File: src/rtl/reset_seq_pkg.sv
// Shared definitions for the reset release sequencer: FSM state encoding
// and the active-high to output-polarity mapping.
package reset_seq_pkg;

    typedef enum logic [1:0] {
        ST_ASSERT  = 2'd0,
        ST_RELEASE = 2'd1,
        ST_RUN     = 2'd2
    } state_t;

    // Maps an active-high "reset asserted" level onto the pin level.
    function automatic logic out_level(input logic asserted, input logic inverted);
        return asserted ^ inverted;
    endfunction

endpackage

File: src/rtl/bit_synchronizer.sv
// Multi-flop synchronizer for a single asynchronous bit. The reset value
// is a parameter so the chain can be preset to a safe level.
module bit_synchronizer #(
    parameter int   DEPTH     = 2,
    parameter logic RESET_VAL = 1'b1
) (
    input  logic clk,
    input  logic reset,
    input  logic i_d,
    output logic o_q
);

    logic [DEPTH-1:0] r_chain;

    // Shift the raw bit through the chain; reset presets every stage.
    always_ff @(posedge clk) begin
        if (reset) begin
            r_chain <= {DEPTH{RESET_VAL}};
        end else begin
            r_chain <= {r_chain[DEPTH-2:0], i_d};
        end
    end

    assign o_q = r_chain[DEPTH-1];

endmodule

File: src/rtl/reset_release_sequencer.sv
// Per-domain reset generator. Synchronizes a raw reset request, holds all
// outputs asserted for a minimum width, then releases them one at a time
// in index order, STAGGER_CYCLES apart. Any new request reasserts all
// outputs together and restarts the sequence.
//
// state      | meaning
// -----------+----------------------------------------------------------
// ST_ASSERT  | all outputs asserted; counting deasserted request cycles
// ST_RELEASE | output 0 released; releasing the rest every STAGGER cycles
// ST_RUN     | every output released; all_released high
module reset_release_sequencer
    import reset_seq_pkg::*;
#(
    parameter int   SYNC_STAGES       = 2,
    parameter int   MIN_ASSERT_CYCLES = 16,
    parameter int   NUM_OUTPUTS       = 3,
    parameter int   STAGGER_CYCLES    = 2,
    parameter logic req_inverted      = 1'b1,
    parameter logic out_inverted      = 1'b1
) (
    input  logic                   clk,
    input  logic                   reset,
    input  logic                   req_in,
    output logic [NUM_OUTPUTS-1:0] rst_out,
    output logic                   all_released
);

    localparam int CNT_W  = $clog2(MIN_ASSERT_CYCLES + 1);
    localparam int STAG_W = $clog2(STAGGER_CYCLES + 1);
    localparam int IDX_W  = $clog2(NUM_OUTPUTS + 1);

    localparam logic [CNT_W-1:0]  CNT_LAST  = CNT_W'(MIN_ASSERT_CYCLES - 1);
    localparam logic [STAG_W-1:0] STAG_LAST = STAG_W'(STAGGER_CYCLES - 1);
    localparam logic [IDX_W-1:0]  IDX_LAST  = IDX_W'(NUM_OUTPUTS - 1);
    localparam logic [IDX_W-1:0]  IDX_ONE   = IDX_W'(1);

    localparam logic                   ASSERT_LVL   = out_level(1'b1, out_inverted);
    localparam logic [NUM_OUTPUTS-1:0] RST_ASSERTED = {NUM_OUTPUTS{ASSERT_LVL}};

    logic                   w_req_norm;
    logic                   w_req_sync;

    state_t                 r_state;
    state_t                 w_state_nxt;
    logic [CNT_W-1:0]       r_cnt;
    logic [CNT_W-1:0]       w_cnt_nxt;
    logic [STAG_W-1:0]      r_stag;
    logic [STAG_W-1:0]      w_stag_nxt;
    logic [IDX_W-1:0]       r_idx;
    logic [IDX_W-1:0]       w_idx_nxt;

    // r_rel is the active-high "this output is released" mask.
    logic [NUM_OUTPUTS-1:0] r_rel;
    logic [NUM_OUTPUTS-1:0] w_rel_nxt;
    logic [NUM_OUTPUTS-1:0] w_rst_nxt;
    logic [NUM_OUTPUTS-1:0] r_rst_out;
    logic                   r_all_released;

    assign w_req_norm = req_in ^ req_inverted;

    bit_synchronizer #(
        .DEPTH     (SYNC_STAGES),
        .RESET_VAL (1'b1)
    ) u_req_sync (
        .clk   (clk),
        .reset (reset),
        .i_d   (w_req_norm),
        .o_q   (w_req_sync)
    );

    // Next-state, counter and release-mask logic.
    always_comb begin
        w_state_nxt = r_state;
        w_cnt_nxt   = r_cnt;
        w_stag_nxt  = r_stag;
        w_idx_nxt   = r_idx;
        w_rel_nxt   = r_rel;

        case (r_state)
            ST_ASSERT: begin
                w_rel_nxt = '0;
                if (w_req_sync) begin
                    w_cnt_nxt = '0;
                end else if (r_cnt == CNT_LAST) begin
                    // cnt stays put here; leaving ASSERT is what stops it.
                    w_rel_nxt[0] = 1'b1;
                    if (NUM_OUTPUTS == 1) begin
                        w_state_nxt = ST_RUN;
                    end else begin
                        w_state_nxt = ST_RELEASE;
                        w_idx_nxt   = IDX_ONE;
                        w_stag_nxt  = '0;
                    end
                end else begin
                    w_cnt_nxt = r_cnt + 1'b1;
                end
            end

            ST_RELEASE: begin
                if (w_req_sync) begin
                    // A fresh request beats a release due on this edge.
                    w_state_nxt = ST_ASSERT;
                    w_rel_nxt   = '0;
                    w_cnt_nxt   = '0;
                end else if (r_stag == STAG_LAST) begin
                    for (int i = 0; i < NUM_OUTPUTS; i++) begin
                        if (IDX_W'(i) == r_idx) begin
                            w_rel_nxt[i] = 1'b1;
                        end
                    end
                    w_stag_nxt = '0;
                    if (r_idx == IDX_LAST) begin
                        w_state_nxt = ST_RUN;
                    end else begin
                        w_idx_nxt = r_idx + 1'b1;
                    end
                end else begin
                    w_stag_nxt = r_stag + 1'b1;
                end
            end

            ST_RUN: begin
                if (w_req_sync) begin
                    w_state_nxt = ST_ASSERT;
                    w_rel_nxt   = '0;
                    w_cnt_nxt   = '0;
                end
            end

            default: begin
                w_state_nxt = ST_ASSERT;
                w_rel_nxt   = '0;
                w_cnt_nxt   = '0;
            end
        endcase
    end

    // Convert the next release mask to pin polarity so outputs come straight from flops.
    always_comb begin
        w_rst_nxt = '0;
        for (int i = 0; i < NUM_OUTPUTS; i++) begin
            w_rst_nxt[i] = out_level(~w_rel_nxt[i], out_inverted);
        end
    end

    // State, counter and output registers.
    always_ff @(posedge clk) begin
        if (reset) begin
            r_state        <= ST_ASSERT;
            r_cnt          <= '0;
            r_stag         <= '0;
            r_idx          <= '0;
            r_rel          <= '0;
            r_rst_out      <= RST_ASSERTED;
            r_all_released <= 1'b0;
        end else begin
            r_state        <= w_state_nxt;
            r_cnt          <= w_cnt_nxt;
            r_stag         <= w_stag_nxt;
            r_idx          <= w_idx_nxt;
            r_rel          <= w_rel_nxt;
            r_rst_out      <= w_rst_nxt;
            r_all_released <= (w_state_nxt == ST_RUN);
        end
    end

    assign rst_out      = r_rst_out;
    assign all_released = r_all_released;

endmodule

File: config.mk
export PLATFORM = sky130hd
export DESIGN_NAME = reset_release_sequencer
export DESIGN_NICKNAME = d
export VERILOG_FILES = /design/src/rtl/reset_seq_pkg.sv /design/src/rtl/bit_synchronizer.sv /design/src/rtl/reset_release_sequencer.sv
export SDC_FILE = /design/constraint.sdc
export NUM_CORES = 1
export LEC_CHECK = 0
export ABC_AREA = 1
export CAP_MARGIN = 15
export CORE_MARGIN = 1.5
export CORE_UTILIZATION = 40
export DETAILED_ROUTE_END_ITERATION = 10
export PLACE_DENSITY = 0.65
export SLEW_MARGIN = 20
export SYNTH_ARGS = -nofsm -noshare
export SYNTH_HDL_FRONTEND = slang
export SYNTH_SLANG_ARGS = --single-unit
File: constraint.sdc
create_clock -name clk -period 3.6 [get_ports clk]
set_input_delay 0.9 -clock clk [delete_from_list [all_inputs] [get_ports clk]]
set_output_delay 0.9 -clock clk [all_outputs]
set_load 0.01 [all_outputs]
-- After elaboration in Yosys (flattened, before gate mapping)
Index checks and enable logic that the tools add are counted.
- output and inout port bits: 4
- input bits: 3
- bits in registers: 17
- reduce and logical (&&, ||, !) cells: 10
- equality and inequality tests: 20
- bitwise gates (word level): 1
- add/sub/neg operators: 3
- mux-type cells: 31
- operators by type and width (operator ; count):
    2-to-1 mux 2 bit ; 15
    2-to-1 mux 5 bit ; 3
    != test 3 x 2 -> 1 bit (second input constant) ; 5
    != test 2 bit (second input constant) ; 5
    one-hot mux 5 bit (2 select lines) ; 1
    2-to-1 mux 3 bit ; 3
    one-hot mux 3 bit (3 select lines) ; 1
    AND reduction 3 bit ; 3
    one-hot mux 2 bit (2 select lines) ; 2
    == test 2 bit (second input constant) ; 3
    one-hot mux 2 bit (3 select lines) ; 1
    AND reduction 6 bit ; 1
    adder 5 x 1 -> 5 bit (second input constant) ; 1
    == test 5 x 4 -> 1 bit (second input constant) ; 1
    2-to-1 mux 1 bit ; 5
    adder 2 x 1 -> 2 bit (second input constant) ; 2
    == test 2 x 1 -> 1 bit (second input constant) ; 2
    logical NOT 2 bit ; 2
    != test 2 x 1 -> 1 bit (second input constant) ; 2
    AND reduction 4 bit ; 1
    == test 1 x 2 -> 1 bit (first input constant) ; 1
    == test 2 bit (first input constant) ; 1
    AND reduction 2 bit ; 1
    nonzero test 2 bit ; 1
    other kinds (2) ; 2

-- Depth between registers and ports, before layout
Gate-level depths: netlist of the first run.
- depth in word-level cells: 6
- mapped depth: 10

-- Hierarchy
From an unflattened synthesis of the first run, not the netlist that was laid out.
- cell total of the unflattened synthesis: 137
- area, all modules: 938.4 sq um
- by module, submodules not included (module ; cells each ; area an instance (sq um) ; times used):
    reset_release_sequencer ; 130 ; 879.6 ; 1
    bit_synchronizer ; 7 ; 58.8 ; 1

-- Worst setup path before layout of the first run
Ideal clock, no wire load.
- path type: input to register
- from: in reset
- to: reg r_rst_out[2] (netlist: rst_out[2])
- data required time: 3.485 ns
- stages on the path: 4
- path buffers: 1
- arrival time: 1.376 ns
- setup slack: 2.108 ns
- cell sequence: clkbuf_1 -> inv_1 -> nand2_1 -> nor2_1
- RTL lines (element ; RTL line ; RTL):
    start, declared ; reset_release_sequencer.sv:22 ; input logic reset,
    end signal, assigned ; reset_release_sequencer.sv:162 ; r_rst_out <= w_rst_nxt;
    end, declared ; reset_release_sequencer.sv:56 ; logic [NUM_OUTPUTS-1:0] r_rst_out;

-- Worst setup path in the final report of the first run
- from: reg r_rst_out[2] (netlist: rst_out[2])
- to: out rst_out[2]
- RTL lines (element ; RTL line ; RTL):
    end, declared ; reset_release_sequencer.sv:24 ; output logic [NUM_OUTPUTS-1:0] rst_out,
No word-level cell between the ends.

==> results of run 1 <==
-- flip-flops by register name, indices dropped and copies added, names as in the netlist --
register / flops
all_released: 1
r_cnt: 5
r_idx: 2
r_stag: 2
r_state: 2
rst_out: 3
u_req_sync.r_chain: 2
-- cell usage after synthesis --
master	count	area share
nand2_1	38	0.15
inv_1	21	0.085
dfxtp_1	17	0.37
nor2_1	13	0.053
a21oi_1	9	0.049
ha_1	9	0.12
nand3_1	7	0.038
o21ai_0	5	0.027
nor2_2	3	0.020
inv_2	2	0.0081
nor3_1	2	0.011
a31oi_1	1	0.0067
clkbuf_1	1	0.0040
nand2_2	1	0.0067
nand2_4	1	0.012
nand3_4	1	0.019
nand4_1	1	0.0067
or2_0	1	0.0067
or2_2	1	0.0067
-- per-stage QoR --
stage | hold WS (ns) | cells | utilization | power, mW | cell area (um^2)
final | 0.418 | 171 | 0.478 | 0.309 | 1050
after global routing | 0.439 | 171 | 0.478 | 0.321 | 1050
after CTS | 0.418 | 171 | 0.478 | 0.314 | 1050
after detailed placement | 0.392 | 167 | 0.465 | 0.207 | 1020
after global placement | 0.397 | 167 | 0.465 | 0.207 | 1020
after floorplan | 0.389 | 134 | - | 0.203 | 928
-- area by class of cell --
class,instances,share of cell area
sequential,17,0.325
timing repair buffer,6,0.0573
clock inverter,1,0.00478
inverter,23,0.0824
tap,28,0.0335
multi-input combinational,93,0.476
clock buffer,3,0.0215
-- worst paths after layout --
kind	startpoint	endpoint	slack [ns]
worst max-delay path	rst_out[2]$_SDFFE_PP0P_	rst_out[2]	1.53
worst min-delay path	u_req_sync.r_chain[0]$_SDFF_PP1_	u_req_sync.r_chain[1]$_SDFF_PP1_	0.42
worst max register to register	r_cnt[0]$_SDFFE_PP0P_	r_stag[0]$_SDFFE_PP0P_	1.94
worst min register to register	u_req_sync.r_chain[0]$_SDFF_PP1_	u_req_sync.r_chain[1]$_SDFF_PP1_	0.42
-- kinds of logic (layout without fill, tap and decap cells) --
family                   count (synthesis)  count (layout)  synth area share
AO/OA/AOI/OAI                           15              15            0.0822
adder cells (fa/ha/maj)                  9               9             0.121
buffers and inverters                   24              33            0.0970
flip-flops                              17              17             0.367
AND/OR/NAND/NOR                         69              69             0.333
-- per-layer routing --
metal / up-vias / track usage / share of wire
li1: 431 / - / -
met1: 353 / 0.189 / 0.51
met2: 13 / 0.203 / 0.42
met3: 5 / 0.0292 / 0.034
met4: 0 / 0.0946 / 0.031
met5: - / 0 / 0
-- power by group --
group / internal (mW) / switching (mW) / total [mW]
clock network: 0.0414 / 0.0646 / 0.106
logic: 0.00475 / 0.00637 / 0.0111
registers: 0.190 / 0.00169 / 0.191
==> run_results.csv, run 1 <==
group,metric,value,unit
grt,antenna_found_initial,0,
critical_path,crit_path_start_kind,"flop",
die,dieArea,0.00262,mm^2
sta,period_share,0.576,
grt,grt_pass1_wl,2.72,mm
critical_path,crit_type,"reg -> out",
cells_and_area,seq_area,340,um^2
critical_path,critPathSlowestCell,"clkdlybuf4s50_1",
sta,finClkSkew,0.00131,ns
cells_and_area,diodes,0,
synth,ys_ff_latch,17,
sta,drv_slew,0,
grt,grt_pass1_vias,663,
sta,setup-tns-final,0,ns
clock_tree,ctsHoldBuffers,0,
critical_path,rr_worst_depth,9,
synth,seq_area_frac_synth,0.367,
critical_path,cp_max_fo,2,
placed_design,dpl.hpwl,1.25,mm
die,core,0.00219,mm^2
routing,drt_iter0_markers,16,
sta,period_minus_slack,2.07,ns
job,drv_cap,0,
sta,slew_headroom,0.745,
pwr,p_leak,0.472,nW
outcome,status,"complete, no violations",
cells_and_area,final_cell_mix,"38 x nand2_1, 21 x inv_1, 17 x dfxtp_1",
hold_path,holdPathStages,1,
critical_path,crit_required,2.70,ns
synth,synth.avg_cell_area,6.93,um^2
routing,firstDrtPassIters,7,
clock_tree,ctsHtreeMaxLevel,1,
critical_path,endpoint_kind,"primary output",
placed_design,place_ws,1.58,ns
die,rows,17,
cells_and_area,nFillCells,217,
routing,drt-vias-per-instance,4.69,
routing,drc,0,
sta,fin_ws,1.53,ns
cells_and_area,final_nets,156,
die,initial_utilization,0.424,
clock_tree,path_clk_slew,0.10,ns
die,pin_count,7,
pwr,peakVddDrop,0.193,mV
cells_and_area,drive_above_1_share,0.0909,
hold_path,min_path_type,"reg -> reg",
grt,grt_use_total,0.141,
sta,rsz0062_at_grt,"false",
clock_tree,cts.sinks,17,
synth,synth_area,928,um^2
clock_tree,insertion_delay,0.30,ns
clock_tree,cts_buffer_depth,2,
die,die_h,51.2,um
critical_path,max_stage_delay,0.53,ns
routing,num_vias,802,
synth,syn_nets,146,
pwr,power_density,295,mW/mm^2
sta,fmax,482,MHz
sta,finalSetupViolations,0,
die,die_width,51.2,um
critical_path,crit_chain,"clkdlybuf4s50_1",
routing,ant_nets,0,
grt,grt_max_degree,11,
critical_path,path_buf_inv,1,
clock_tree,post_cts_buffers,0,
routing,wl_per_cell,9.50,um
cells_and_area,area_growth_syn_to_layout,12.8,%
cells_and_area,layout_commonest_cell,"nand2_1",
grt,grt_overflow,0,
placed_design,gp_congestion,0.849,
clock_tree,numCtsBuffers,3,
sta,hold_viol_final,0,
cells_and_area,multi_input_area,498,um^2
clock_tree,clock-root-buffer,"clkbuf_4",
critical_path,arrival,1.17,ns
clock_tree,cts_tree,"built",
sta,tightest_slew,0.379,ns
critical_path,cp_num_cells,1,
routing,wirelength,1.62,mm
placed_design,port-buffer-count,6,
synth,yosys_warnings,0,
synth,synthDistinctLibCells,19,
clock_tree,cts-resized-gates,0,
synth,synthCells,134,
critical_path,cp_top_family,"buffers and inverters",
Note: power is estimated with default switching activity, not from simulation.
==> run 2: changes to the inputs <==
--- a/config.mk
+++ b/config.mk
@@ -10,7 +10,7 @@
 export CORE_MARGIN = 1.5
 export CORE_UTILIZATION = 40
 export DETAILED_ROUTE_END_ITERATION = 10
-export PLACE_DENSITY = 0.65
+export PLACE_DENSITY = 0.67
 export SLEW_MARGIN = 20
 export SYNTH_ARGS = -nofsm -noshare
 export SYNTH_HDL_FRONTEND = slang
==> constraint.sdc (replaced) <==
create_clock -name clk -period 1.8 [get_ports clk]
set_input_delay 0.45 -clock clk [delete_from_list [all_inputs] [get_ports clk]]
set_output_delay 0.45 -clock clk [all_outputs]
set_load 0.01 [all_outputs]
==> run 2 against run 1 <==
  * Utilization up 0.86 points
  * Wire length is 3.1% higher
  * Cell area is 1.8% higher
  * Critical endpoint is now rst_out[1]
  * Clock skew fell by 0.00074 ns
  * Combinational power is 120% higher
==> run_results.csv, run 2 (same netlist as run 1, synthesis figures left out) <==
group,metric,value,unit
outcome,status,"complete, no violations",
routing,ant_nets,0,
grt,grt_use_total,0.160,
cells_and_area,max_flop_register,"r_cnt",
placed_design,placed_cell_area,0.00103,mm^2
sta,rsz0062_at_grt,"false",
die,dieArea,0.00262,mm^2
grt,grt_overflow,0,
cells_and_area,diodes,0,
routing,wl_per_cell,9.68,um
critical_path,cp_max_fo,2,
clock_tree,post_cts_buffers,0,
pwr,p_leak,0.480,nW
sta,setup-tns-final,0,ns
sta,slew_headroom,0.800,
grt,grt_pass1_wl,3.10,mm
critical_path,endpoint_kind,"primary output",
clock_tree,insertion_delay,0.30,ns
die,pin_count,7,
critical_path,critPathSlowestCell,"clkdlybuf4s50_1",
sta,hold_viol_final,0,
sta,tightest_slew,0.297,ns
critical_path,arrival,1.18,ns
cells_and_area,area_growth_syn_to_layout,14.8,%
critical_path,crit_required,1.35,ns
clock_tree,cts_buffer_depth,2,
routing,wirelength,1.68,mm
clock_tree,cts-resized-gates,0,
grt,antenna_found_initial,0,
sta,fin_ws,0.171,ns
die,initial_utilization,0.424,
critical_path,crit_type,"reg -> out",
die,die_h,51.2,um
grt,grt_pass1_vias,733,
clock_tree,ctsHoldBuffers,0,
placed_design,dpl.hpwl,1.29,mm
hold_path,min_path_type,"reg -> reg",
job,drv_cap,0,
cells_and_area,final_cell_mix,"38 x nand2_1, 21 x inv_1, 16 x dfxtp_1",
clock_tree,path_clk_slew,0.10,ns
critical_path,max_stage_delay,0.53,ns
clock_tree,cts.sinks,17,
pwr,peakVddDrop,0.408,mV
sta,finalSetupViolations,0,
clock_tree,clock-root-buffer,"clkbuf_4",
critical_path,crit_chain,"clkdlybuf4s50_1",
sta,period_minus_slack,1.63,ns
pwr,fin_total_pwr,0.618,mW
placed_design,gp_congestion,0.827,
critical_path,path_buf_inv,1,
sta,fmax,614,MHz
placed_design,place_ws,0.186,ns
critical_path,cp_top_family,"buffers and inverters",
cells_and_area,layout_commonest_cell,"nand2_1",
cells_and_area,fin_area,0.00107,mm^2
grt,grt_max_degree,11,
clock_tree,ctsHtreeMaxLevel,1,
sta,drv_slew,0,
cells_and_area,nFillCells,220,
cells_and_area,drive_above_1_share,0.117,
clock_tree,cts_tree,"built",
sta,period_share,0.905,
routing,drc,0,
placed_design,port-buffer-count,6,
die,die_width,51.2,um
clock_tree,numCtsBuffers,3,
cells_and_area,final_nets,158,
die,rows,17,
routing,drt-vias-per-instance,4.71,
sta,finClkSkew,0.000562,ns
pwr,power_density,579,mW/mm^2
routing,drt_iter0_markers,18,
die,core,0.00219,mm^2
routing,firstDrtPassIters,4,
routing,num_vias,815,
critical_path,crit_path_start_kind,"flop",
cells_and_area,largest_reg_flops,5,
-- run 2: cell types whose count changed in the layout (fill, tap and decap cells not counted), sizes merged --
cell / delta
buf: +2
-- run 2: final timing paths --
check	from	slack, ns	to	cells past startpoint
max reg2reg	r_cnt[1]$_SDFFE_PP0P_	0.22	r_stag[1]$_SDFFE_PP0P_	9
max	rst_out[1]$_SDFFE_PP0P_	0.17	rst_out[1]	1
min	u_req_sync.r_chain[0]$_SDFF_PP1_	0.42	u_req_sync.r_chain[1]$_SDFF_PP1_	1
min reg2reg	u_req_sync.r_chain[0]$_SDFF_PP1_	0.42	u_req_sync.r_chain[1]$_SDFF_PP1_	1
-- run 2: power breakdown --
group	total (mW)	switching [mW]	internal [mW]	leakage [nW]
registers	0.383	0.00341	0.380	0.138
logic	0.0240	0.0132	0.0109	0.324
clock network	0.211	0.128	0.0829	0.0177
total	0.618	0.144	0.473	0.480
-- run 2: area by class of cell --
class	instances	area [um^2]	share of cell area
Clock buffer	3	22.5	0.0211
Clock inverter	1	5.00	0.00469
Inverter	23	86.3	0.0810
Multi-Input combinational cell	93	500	0.469
Sequential cell	17	342	0.320
Tap cell	28	35.0	0.0329
Timing Repair Buffer	8	75.1	0.0704
-- run 2: metal layers --
layer | vias to the layer above | track usage | share of wire | wire, um
li1 | 434 | - | - | -
met1 | 354 | 0.203 | 0.46 | 768
met2 | 22 | 0.253 | 0.46 | 765
met3 | 5 | 0.0351 | 0.061 | 103
met4 | 0 | 0.0811 | 0.023 | 38
met5 | - | 0 | 0 | 0
-- run 2: metrics by stage --
stage,hold slack (ns),utilization,instances
after global routing,0.435,0.487,173
final,0.421,0.487,173
after CTS,0.425,0.485,173
after global placement,0.392,0.472,169
after detailed placement,0.397,0.472,169
after floorplan,0.389,-,134
==> run 3: changes to the inputs <==
--- a/config.mk
+++ b/config.mk
@@ -11,6 +11,7 @@
 export CORE_UTILIZATION = 40
 export DETAILED_ROUTE_END_ITERATION = 10
 export PLACE_DENSITY = 0.67
+export SETUP_SLACK_MARGIN = 0.2
 export SLEW_MARGIN = 20
 export SYNTH_ARGS = -nofsm -noshare
 export SYNTH_HDL_FRONTEND = slang
==> run 3 against run 2 <==
  * Utilization is 2.0 points higher
  * Wire length grew 5.5%
  * Critical path type is now reg -> reg
  * Register-to-register slack better by 0.03 ns
  * Clock skew rose by 0.0019 ns
  * Sequential power barely moved
  * Die area unchanged
  * Largest cell class unchanged
  * Critical endpoint is now r_idx[0]$_SDFFE_PP0P_
==> run_results.csv, run 3 (same netlist as run 1, synthesis figures left out) <==
group,metric,value,unit
die,dieArea,0.00262,mm^2
routing,num_vias,811,
die,die_h,51.2,um
sta,hold_viol_final,0,
cells_and_area,stdcell_count,174,
grt,grt_overflow,0,
critical_path,crit_chain,"ha_4 -> inv_1 -> nor3_2 -> ha_2 -> nor2_2 -> nor2_4 -> nand2_2 -> nand2_1 -> nand2_1 -> nor2_1",
outcome,status,"complete, no violations",
sta,rsz0062_at_grt,"true",
die,pin_count,7,
placed_design,gp_congestion,0.827,
critical_path,crit_type,"reg -> reg",
routing,drt_iter0_markers,28,
grt,grt_use_total,0.159,
critical_path,critPathSlowestCell,"dfxtp_4",
cells_and_area,largest_reg_flops,5,
critical_path,crit_path_frequent_cell,"nand2_1",
die,die_width,51.2,um
placed_design,dpl.hpwl,1.29,mm
routing,wirelength,1.77,mm
cells_and_area,max_flop_register,"r_cnt",
sta,period_share,0.859,
critical_path,cp_top_family,"simple AND/OR/NAND/NOR gates",
routing,ant_nets,0,
placed_design,port-buffer-count,6,
grt,grt_max_degree,11,
cells_and_area,drive_above_1_share,0.178,
pwr,p_leak,0.502,nW
clock_tree,insertion_delay,0.30,ns
cells_and_area,final_nets,159,
cells_and_area,nFillCells,214,
cells_and_area,final_cell_mix,"37 x nand2_1, 21 x inv_1, 15 x dfxtp_1",
clock_tree,ctsHoldBuffers,0,
sta,finClkSkew,0.00249,ns
routing,drc,0,
hold_path,min_path_type,"reg -> reg",
critical_path,path_buf_inv,1,
clock_tree,clock-root-buffer,"clkbuf_4",
clock_tree,cts_buffer_depth,2,
die,rows,17,
cells_and_area,layout_commonest_cell,"nand2_1",
sta,tightest_slew,0.264,ns
critical_path,max_stage_delay,0.39,ns
critical_path,crit_path_start_kind,"flop",
grt,antenna_found_initial,0,
clock_tree,cts_tree,"built",
sta,finalSetupViolations,0,
die,core,0.00219,mm^2
clock_tree,cts.sinks,17,
pwr,peakVddDrop,0.407,mV
clock_tree,numCtsBuffers,3,
cells_and_area,area_growth_syn_to_layout,19.5,%
critical_path,arrival,1.79,ns
sta,period_minus_slack,1.55,ns
critical_path,cp_max_fo,5,
placed_design,place_inst,169,
die,initial_utilization,0.424,
job,drv_cap,0,
routing,drt-vias-per-instance,4.66,
sta,setup-tns-final,0,ns
grt,grt_pass1_wl,3.08,mm
clock_tree,path_clk_slew,0.10,ns
cells_and_area,diodes,0,
critical_path,endpoint_kind,"flop",
cells_and_area,utilization,0.507,
sta,fmax,646,MHz
pwr,power_density,556,mW/mm^2
grt,grt_pass1_vias,730,
routing,firstDrtPassIters,4,
sta,slew_headroom,0.824,
clock_tree,ctsHtreeMaxLevel,1,
critical_path,crit_required,2.05,ns
sta,drv_slew,0,
routing,wl_per_cell,10.2,um
## run 3: final cells by class
| type | count | area [um^2] | area share |
|---|---|---|---|
| clock inverters | 1 | 5.00 | 0.00451 |
| flip-flops and latches | 17 | 345 | 0.311 |
| clock buffers | 3 | 22.5 | 0.0203 |
| repair buffers | 9 | 77.6 | 0.0699 |
| well taps | 28 | 35.0 | 0.0316 |
| inverters | 23 | 86.3 | 0.0778 |
| multi-input cells | 93 | 538 | 0.485 |
## run 3: stage by stage
stage                     worst slack, ns  cell area [um^2]  hold slack, ns  power (mW)
after floorplan                     0.352               928           0.389       0.406
after global placement              0.246              1030           0.392       0.415
after detailed placement            0.186              1030           0.397       0.415
after CTS                           0.218              1060           0.425       0.629
after global routing                0.143              1110           0.435       0.649
final                               0.253              1110           0.421       0.617
## run 3: final timing paths
path | from | end | slack [ns] | cells after the start
max | r_cnt[0]$_SDFFE_PP0P_ | r_idx[0]$_SDFFE_PP0P_ | 0.25 | 10
max reg2reg | r_cnt[0]$_SDFFE_PP0P_ | r_idx[0]$_SDFFE_PP0P_ | 0.25 | 10
min | u_req_sync.r_chain[0]$_SDFF_PP1_ | u_req_sync.r_chain[1]$_SDFF_PP1_ | 0.42 | 1
min reg2reg | u_req_sync.r_chain[0]$_SDFF_PP1_ | u_req_sync.r_chain[1]$_SDFF_PP1_ | 0.42 | 1
## run 3: layer usage
metal	share of wire	up-vias	GRT usage
met5	0	-	0
met4	0.020	0	0.0811
met3	0.042	5	0.0351
met2	0.47	20	0.253
met1	0.47	347	0.201
li1	-	439	-
## run 3: power breakdown
part | total, mW | switching (mW) | internal, mW | leakage (nW)
registers | 0.383 | 0.00413 | 0.379 | 0.139
logic | 0.0247 | 0.0135 | 0.0112 | 0.346
clock network | 0.210 | 0.127 | 0.0829 | 0.0177
total | 0.617 | 0.145 | 0.473 | 0.502
## run 3: repair_timing
action | in CTS | in global routing
endpoints found under the hold margin | 0 | 0
pin swaps | 1 | 7
gates resized for setup | 6 | 13
endpoints found under the setup margin | 7 | 11
setup buffers | 0 | 1
## run 3: worst register-to-register path, cell delays in order, from the launching register on
cell and delay (ns):
dfxtp_4 0.39, ha_4 0.13, inv_1 0.06, nor3_2 0.19, ha_2 0.24, nor2_2 0.06, nor2_4 0.15, nand2_2 0.08
nand2_1 0.06, nand2_1 0.04, nor2_1 0.09
